<file path="config.mk">
export PLATFORM = sky130hd
export DESIGN_NAME = uart_rx_engine
export DESIGN_NICKNAME = d
export VERILOG_FILES = /design/src/rtl/uart_rx_engine_pkg.sv /design/src/rtl/uart_rx_bit_timer.sv /design/src/rtl/uart_rx_engine.sv
export SDC_FILE = /design/constraint.sdc
export NUM_CORES = 1
export LEC_CHECK = 0
export CELL_PAD_IN_SITES_DETAIL_PLACEMENT = 1
export CELL_PAD_IN_SITES_GLOBAL_PLACEMENT = 1
export CORE_ASPECT_RATIO = 1.25
export CORE_MARGIN = 5
export CORE_UTILIZATION = 30
export CTS_CLUSTER_DIAMETER = 80
export CTS_CLUSTER_SIZE = 14
export DETAILED_ROUTE_END_ITERATION = 12
export GPL_TIMING_DRIVEN = 1
export PLACE_DENSITY = 0.59
export SYNTH_ARGS = -nofsm -noshare
export SYNTH_HDL_FRONTEND = slang
export SYNTH_SLANG_ARGS = --single-unit
</file>
<file path="constraint.sdc">
create_clock -name clk -period 5 [get_ports clk]
set_input_delay 0.5 -clock clk [delete_from_list [all_inputs] [get_ports clk]]
set_output_delay 0.5 -clock clk [all_outputs]
set_load 0.005 [all_outputs]
</file>
<file path="src/rtl/uart_rx_engine_pkg.sv">
// Shared definitions for the UART receive engine: FSM state encoding,
// default widths, parity-sense constants and the parity-check helper.
package uart_rx_engine_pkg;

    localparam int K_W    = 19;
    localparam int DATA_W = 8;

    // Parity sense as carried on the ohel input.
    localparam logic EVEN = 1'b0;
    localparam logic ODD  = 1'b1;

    typedef enum logic [2:0] {
        IDLE,
        START,
        DATA,
        PARITY,
        STOP
    } rx_state_t;

    // data_par is the XOR of all received data bits.
    // Even sense flags an odd total; odd sense flags an even total.
    function automatic logic parity_error(input logic data_par,
                                          input logic par_bit,
                                          input logic sense);
        return (data_par ^ par_bit) ^ (sense == ODD);
    endfunction

endpackage

</file>
<file path="src/rtl/uart_rx_bit_timer.sv">
// Bit-time counter for the UART receiver. Counts up from 0 while run is
// high; tc pulses when the count equals the target, and the count reloads
// to 0 on the following edge. Target is k (full bit) or k>>1 (half bit,
// selected with half_sel). Held at 0 while run is low.
module uart_rx_bit_timer #(
    parameter int K_W = uart_rx_engine_pkg::K_W
) (
    input  logic           clk,
    input  logic           rst,
    input  logic           run,
    input  logic           half_sel,
    input  logic [K_W-1:0] k,
    output logic           tc
);

    logic [K_W-1:0] count;
    logic [K_W-1:0] target;

    assign target = half_sel ? (k >> 1) : k;
    assign tc     = run && (count == target);

    // Count towards the target, reload at terminal count, clear when idle.
    always_ff @(posedge clk) begin
        if (rst || !run) begin
            count <= '0;
        end else if (count == target) begin
            count <= '0;
        end else begin
            count <= count + 1'b1;
        end
    end

endmodule

</file>
<file path="src/rtl/uart_rx_engine.sv">
// UART receive engine: start-bit qualification at half-bit, data/parity/stop
// sampling at bit centre, parallel byte presentation with ready, parity,
// framing and overrun flags.
// Optional build macro UART_RX_SYNC_EN: when defined, rx passes through a
// 2-flop synchronizer (reset value 1) ahead of the FSM, adding 2 cycles to
// every sample point. When undefined, rx must already be synchronous to clk.
//
// state  | meaning
// -------+---------------------------------------------------------------
// IDLE   | line idle, timer held at 0, waiting for rx low
// START  | half-bit wait, then confirm start bit (low) or reject (high)
// DATA   | full-bit waits, shift in 7 or 8 data bits LSB first
// PARITY | full-bit wait, capture parity bit
// STOP   | full-bit wait, capture stop bit; next edge publishes the frame
module uart_rx_engine
    import uart_rx_engine_pkg::*;
#(
    parameter int K_W    = uart_rx_engine_pkg::K_W,
    parameter int DATA_W = uart_rx_engine_pkg::DATA_W
) (
    input  logic              clk,
    input  logic              rst,
    input  logic              rx,
    input  logic [K_W-1:0]    k,
    input  logic              eight,
    input  logic              pen,
    input  logic              ohel,
    input  logic              clr_rdy,
    output logic [DATA_W-1:0] rx_data,
    output logic              rx_rdy,
    output logic              perr,
    output logic              ferr,
    output logic              ovf
);

    localparam int IDX_W = $clog2(DATA_W);
    localparam logic [IDX_W-1:0] LAST_FULL  = IDX_W'(DATA_W - 1);
    localparam logic [IDX_W-1:0] LAST_SHORT = IDX_W'(DATA_W - 2);

    logic rx_line;

`ifdef UART_RX_SYNC_EN
    logic [1:0] sync_q;

    // Two-stage synchronizer; idles high so reset does not look like a start.
    always_ff @(posedge clk) begin
        if (rst) begin
            sync_q <= 2'b11;
        end else begin
            sync_q <= {sync_q[0], rx};
        end
    end

    assign rx_line = sync_q[1];
`else
    assign rx_line = rx;
`endif

    rx_state_t         state;
    logic [DATA_W-1:0] shreg;
    logic [IDX_W-1:0]  bit_idx;
    logic              cfg_eight;
    logic              cfg_pen;
    logic              cfg_ohel;
    logic              par_bit;
    logic              stop_bit;
    logic              stop_seen;
    logic              tc;
    logic [DATA_W-1:0] frame_byte;
    logic              data_par;
    logic              last_bit;

    // In short frames the data sits in the upper bits of the shift register.
    assign frame_byte = cfg_eight ? shreg : {1'b0, shreg[DATA_W-1:1]};
    assign data_par   = ^frame_byte;
    assign last_bit   = (bit_idx == (cfg_eight ? LAST_FULL : LAST_SHORT));

    uart_rx_bit_timer #(
        .K_W (K_W)
    ) u_bit_timer (
        .clk      (clk),
        .rst      (rst),
        .run      (state != IDLE),
        .half_sel (state == START),
        .k        (k),
        .tc       (tc)
    );

    // Frame sequencing and host-visible flag registers.
    always_ff @(posedge clk) begin
        if (rst) begin
            state     <= IDLE;
            shreg     <= '0;
            bit_idx   <= '0;
            cfg_eight <= 1'b0;
            cfg_pen   <= 1'b0;
            cfg_ohel  <= EVEN;
            par_bit   <= 1'b0;
            stop_bit  <= 1'b0;
            stop_seen <= 1'b0;
            rx_data   <= '0;
            rx_rdy    <= 1'b0;
            perr      <= 1'b0;
            ferr      <= 1'b0;
            ovf       <= 1'b0;
        end else begin
            // Host read; a completing frame below overrides this.
            if (clr_rdy) begin
                rx_rdy <= 1'b0;
                ovf    <= 1'b0;
            end

            case (state)
                IDLE: begin
                    if (!rx_line) begin
                        state <= START;
                    end
                end

                START: begin
                    if (tc) begin
                        if (!rx_line) begin
                            state     <= DATA;
                            cfg_eight <= eight;
                            cfg_pen   <= pen;
                            cfg_ohel  <= ohel;
                            bit_idx   <= '0;
                            shreg     <= '0;
                        end else begin
                            state <= IDLE;
                        end
                    end
                end

                DATA: begin
                    if (tc) begin
                        shreg   <= {rx_line, shreg[DATA_W-1:1]};
                        bit_idx <= bit_idx + 1'b1;
                        if (last_bit) begin
                            state <= cfg_pen ? PARITY : STOP;
                        end
                    end
                end

                PARITY: begin
                    if (tc) begin
                        par_bit <= rx_line;
                        state   <= STOP;
                    end
                end

                STOP: begin
                    if (stop_seen) begin
                        // Leave mid-stop-bit so a back-to-back start is caught.
                        stop_seen <= 1'b0;
                        rx_data   <= frame_byte;
                        perr      <= cfg_pen && parity_error(data_par, par_bit, cfg_ohel);
                        ferr      <= ~stop_bit;
                        rx_rdy    <= 1'b1;
                        ovf       <= clr_rdy ? 1'b0 : (ovf | rx_rdy);
                        state     <= IDLE;
                    end else if (tc) begin
                        stop_bit  <= rx_line;
                        stop_seen <= 1'b1;
                    end
                end

                default: begin
                    state <= IDLE;
                end
            endcase
        end
    end

endmodule
</file>
Word-level counts from Yosys, hierarchy flattened
Index checks and enable logic that the tools add are counted.
{ "word_totals": {"wordCells": 80, "inputBits": 26, "reg_bits": 51} }
{ "op_classes": {"n_addsub": 2, "bitwise_logic": 6, "eq_ne": 13, "reduce_logical": 15, "mux": 29} }
{ "ops": {"columns": ["cell", "n"], "rows": [
  ["$mux 8", 4],
  ["$mux 3", 10],
  ["$add 19x1->19 const B", 1],
  ["$eq 19x19->1", 1],
  ["$mux 19", 1],
  ["$pmux 8 s2", 1],
  ["$pmux 3 s5", 1],
  ["$ne 2x2->1 const B", 7],
  ["$mux 1", 10],
  ["$reduce_xor 8->1", 1],
  ["$eq 3x2->1 const B", 2],
  ["$pmux 3 s2", 1],
  ["$reduce_and 3->1", 2],
  ["$reduce_and 6->1", 1],
  ["$reduce_and 2->1", 2],
  ["$reduce_and 4->1", 1],
  ["$add 3x1->3 const B", 1],
  ["$eq 3x1->1 const B", 1],
  ["$eq 3x3->1", 1],
  ["$eq 3x3->1 const B", 1],
  ["$logic_not 3->1", 1],
  ["$not 1->1", 3],
  ["$reduce_bool 3->1", 1],
  ["$logic_and 1x1->1", 2],
  ["7 further kinds", 8]
]} }

Longest topological paths before layout
{ "depth": {"ltp_word": 6, "mapped_depth": 13} }

Modules after synthesis
From an unflattened synthesis, not the netlist that was laid out.
{ "unflattened": {"hier_cells": 302, "hier_area_um2": 2738.9} }
{ "by_module_without_submodules": {"columns": ["module", "cells_per_inst", "area_each_um2", "n_inst"], "rows": [
  ["uart_rx_engine", 156, 1431.4, 1],
  ["uart_rx_bit_timer", 146, 1307.5, 1]
]} }

Worst setup path before layout
Ideal clock, no wire load.
{ "synth_timing": {"path_kind": "register to register", "startpoint": "register state[0]", "endpoint": "register bit_idx[2]", "path_buffers": 2, "slack_ns": 2.341, "path_stages_with_launch": 10, "setup_ns": 0.079, "required_time_ns": 4.921, "t_arrival_ns": 2.580, "cell_sequence": "dfxtp_1 buf_6 or3b_1 buf_6 a2111o_1 o32ai_1 o22ai_1 or4_1 or3_1 a211oi_2"} }
{ "synth_via": {"elab_chain_cells": 6, "elab_cells_between_ends": 12, "cone_classes": "6 x eq/ne; 2 x mux; 4 x reduce/logical"} }
{ "synth_lines": {"columns": ["element", "line", "rtl"], "rows": [
  ["from (decl)", "uart_rx_engine.sv:59", "rx_state_t state;"],
  ["from (signal assigned)", "uart_rx_engine.sv:140", "state <= cfg_pen ? PARITY : STOP;"],
  ["$eq 3x1->1", "uart_rx_engine.sv:84, uart_rx_engine.sv:113", null],
  ["$mux 19", "uart_rx_bit_timer.sv:19", "assign target = half_sel ? (k >> 1) : k;"],
  ["$eq 19x19->1", "uart_rx_bit_timer.sv:20", "assign tc = run && (count == target);"],
  ["$logic_and 1x1->1", "uart_rx_bit_timer.sv:20", null],
  ["$ne 2x2->1 (no line)", null, null],
  ["$reduce_and 4->1 (no line)", null, null],
  ["to (signal assigned)", "uart_rx_engine.sv:138", "bit_idx <= bit_idx + 1'b1;"],
  ["to (decl)", "uart_rx_engine.sv:61", "logic [IDX_W-1:0] bit_idx;"]
]} }
Several ways; a longest one is shown, not always the timed one.
A chain may end at the register's enable or synchronous reset.

Worst setup path after layout
{ "layout_timing": {"startpoint": "register state[0]", "endpoint": "register bit_idx[0]"} }
The elaborated chain is that of the path after synthesis.

==> results.ini <==
[timing]
min_period_ns = 3.286
finalCritPeriodShare_pct = 65.73
slew_headroom_pct = 34.71
rsz0062_at_grt = no
slew_violations = 0
fin_ws_ns = 1.714
clock_skew_ns = 0.005224
finalSetupViolCount = 0
hold_violations = 0
max_freq_mhz = 304.3
tightest_slew_ns = 0.9748
fin_tns_setup_ns = 0

[run_status]
status = finished clean

[die]
initial_core_util_pct = 30.77
io_pins = 38
dieArea_sq_mm = 0.01141
core_sq_mm = 0.009125
die_y_um = 118.2
die_w_um = 96.53
rows = 39

[drt]
drtPass1Iterations = 4
drc = 0
viasPerCell = 5.209
drtIter0Drc = 107
routed_wirelength_um = 8239
post_drt_wl_per_cell_um = 16.88
drtAntennaViolNets = 0
num_vias = 2542

[synthesis]
syn_inst = 335
synth_area_leaders = dfxtp_1 36%, xnor2_1 6.6%, mux2i_1 6.1%
syn_area_sq_mm = 0.002808
syn_nets = 363
synth.largest_area_cell = dfxtp_1
yosysTopAreaCellShare_pct = 36.36
syn_area_per_cell_sq_um = 8.381
ys_seq_area_share_pct = 36.36
ys_warn_count = 0
synth_edf_count = 0
ys_seq_elements = 51
ys.flop_type = dfxtp_1
yosysUniqueCellTypes = 47
async_flop_share_pct = 0

[layout]
fin_nets = 393
final_cell_mix = 51 x dfxtp_1, 41 x nor2_1, 37 x clkdlybuf4s50_1, 30 x nand2_1, 23 x inv_1
final_area_sq_mm = 0.003403
drive_gt1_share_pct = 4.384
ff_latch_area_sq_mm = 0.001021
antenna_cells = 0
fillers = 1114
mostFrequentLayoutCell = dfxtp_1
area_growth_pct = 21.21
multi_input_area_sq_mm = 0.001620

[global_routing]
antenna_found_initial = 0
grt_max_degree = 21
gr-total-overflow = 0
grt_pass1_vias = 2630
grt_pass1_wl_um = 13410
grt_usage_pct = 14.89

[hold_path]
min_path_type = register to register

[clock_tree]
htree_levels = 2
clk_pin_slew_ns = 0.07
ctsHoldBuffers = 0
cts_tree = built
clkSinkCount = 51
cts_buffers = 5
cts-root-buf = clkbuf_16
cts_setup_buffers = 0
cts_resized = 0
clockBufferDepth = 2
clk_latency_ns = 0.29

[placed_design]
placed_cell_area_sq_mm = 0.003259
io_buffers = 37
dp_slack_ns = 1.703
place.gp.congestion = 0.8818
place_hpwl_um = 6272

[job]
cap_violations = 0

[power_and_ir_drop]
irDropWorstVdd_mv = 0.1027
cellLeakagePower_nw = 1.164
powerDensity_mw_per_mm2 = 262.5

[critical_path]
path_max_fanout = 10
required_ns = 5.18
path_class = register to register
end_kind = register
crit_path_start_kind = register
arrival_ns = 3.47

registers in the layout, summed over array words and instances (netlist names):
name and cells:
shreg 8, par_bit 1, ovf 1, state 3
bit_idx 3, ferr 1, cfg_ohel 1, rx_data 8
cfg_pen 1, stop_bit 1, rx_rdy 1, u_bit_timer.count 19
cfg_eight 1, perr 1, stop_seen 1
where the power goes:
group	total, mW	internal (mW)	switching (mW)
clock network	0.342	0.196	0.147
logic	0.131	0.0569	0.0745
registers	0.420	0.410	0.00978
total	0.893	0.662	0.231
critical path: stages, from the launching register on:
cell,delay (ns)
dfxtp_1,0.52
or3b_1,0.59
a21oi_1,0.20
o22ai_1,0.08
a2111oi_0,0.59
and4_1,0.42
a31oi_1,0.37
mux2_2,0.41
per-stage QoR:
stage / hold WS (ns) / util, % / power (mW) / instances
final: 0.4755 / 37.30 / 0.8934 / 488
after global routing: 0.4954 / 37.30 / 0.9353 / 488
after CTS: 0.4802 / 37.30 / 0.9066 / 488
after detailed placement: 0.4634 / 35.72 / 0.5597 / 481
after global placement: 0.4557 / 35.72 / 0.5585 / 481
after floorplan: 0.4386 / - / 0.5169 / 335
path summary, 6_finish.rpt:
check / from / end / depth (start not counted) / slack, ns
worst max-delay path: state[0] / bit_idx[0] / 7 / 1.71
worst min-delay path: stop_bit / stop_bit / 2 / 0.48
worst max register to register: state[0] / bit_idx[0] / 7 / 1.71
worst min register to register: stop_bit / stop_bit / 2 / 0.48
layout make-up:
cell class	count	area share (%)
well taps	123	4.522
multi-input cells	246	47.61
flip-flops and latches	51	30.00
clock buffers	6	4.081
inverters	23	2.537
clock inverters	1	0.1471
repair buffers	38	11.10
kinds of logic after synthesis:
group | Yosys count | synth area share [%]
AOI/OAI and AO/OA | 66 | 17.16
DFF | 51 | 36.36
muxes | 19 | 6.863
and+or+nand+nor | 125 | 22.19
buffers and inverters | 38 | 5.927
adders and majority gates | 2 | 0.8911
xor gates and xnor gates | 34 | 10.61
Yosys cell counts, drive strengths merged, types with 4 or more instances:
cell / n
nand2: 30
inv: 23
a22o: 9
clkbuf: 7
xor2: 13
dfxtp: 51
o21ai: 5
o22ai: 5
nor3: 7
a31oi: 7
nand2b: 4
nor2b: 5
nand3: 15
and3: 7
buf: 8
nor2: 41
nand4: 4
a21oi: 12
a211oi: 8
o221ai: 4
xnor2: 21
mux2i: 17
layer usage:
metal  vias to the layer above  track usage [%]  share of wire [%]
li1                       1239                -                  -
met5                         -                0                  0
met3                         9            3.304                4.1
met2                        44            26.51                 52
met1                      1250            17.52                 43
met4                         0            4.211                1.4
Power figures use the tool's default switching activity.
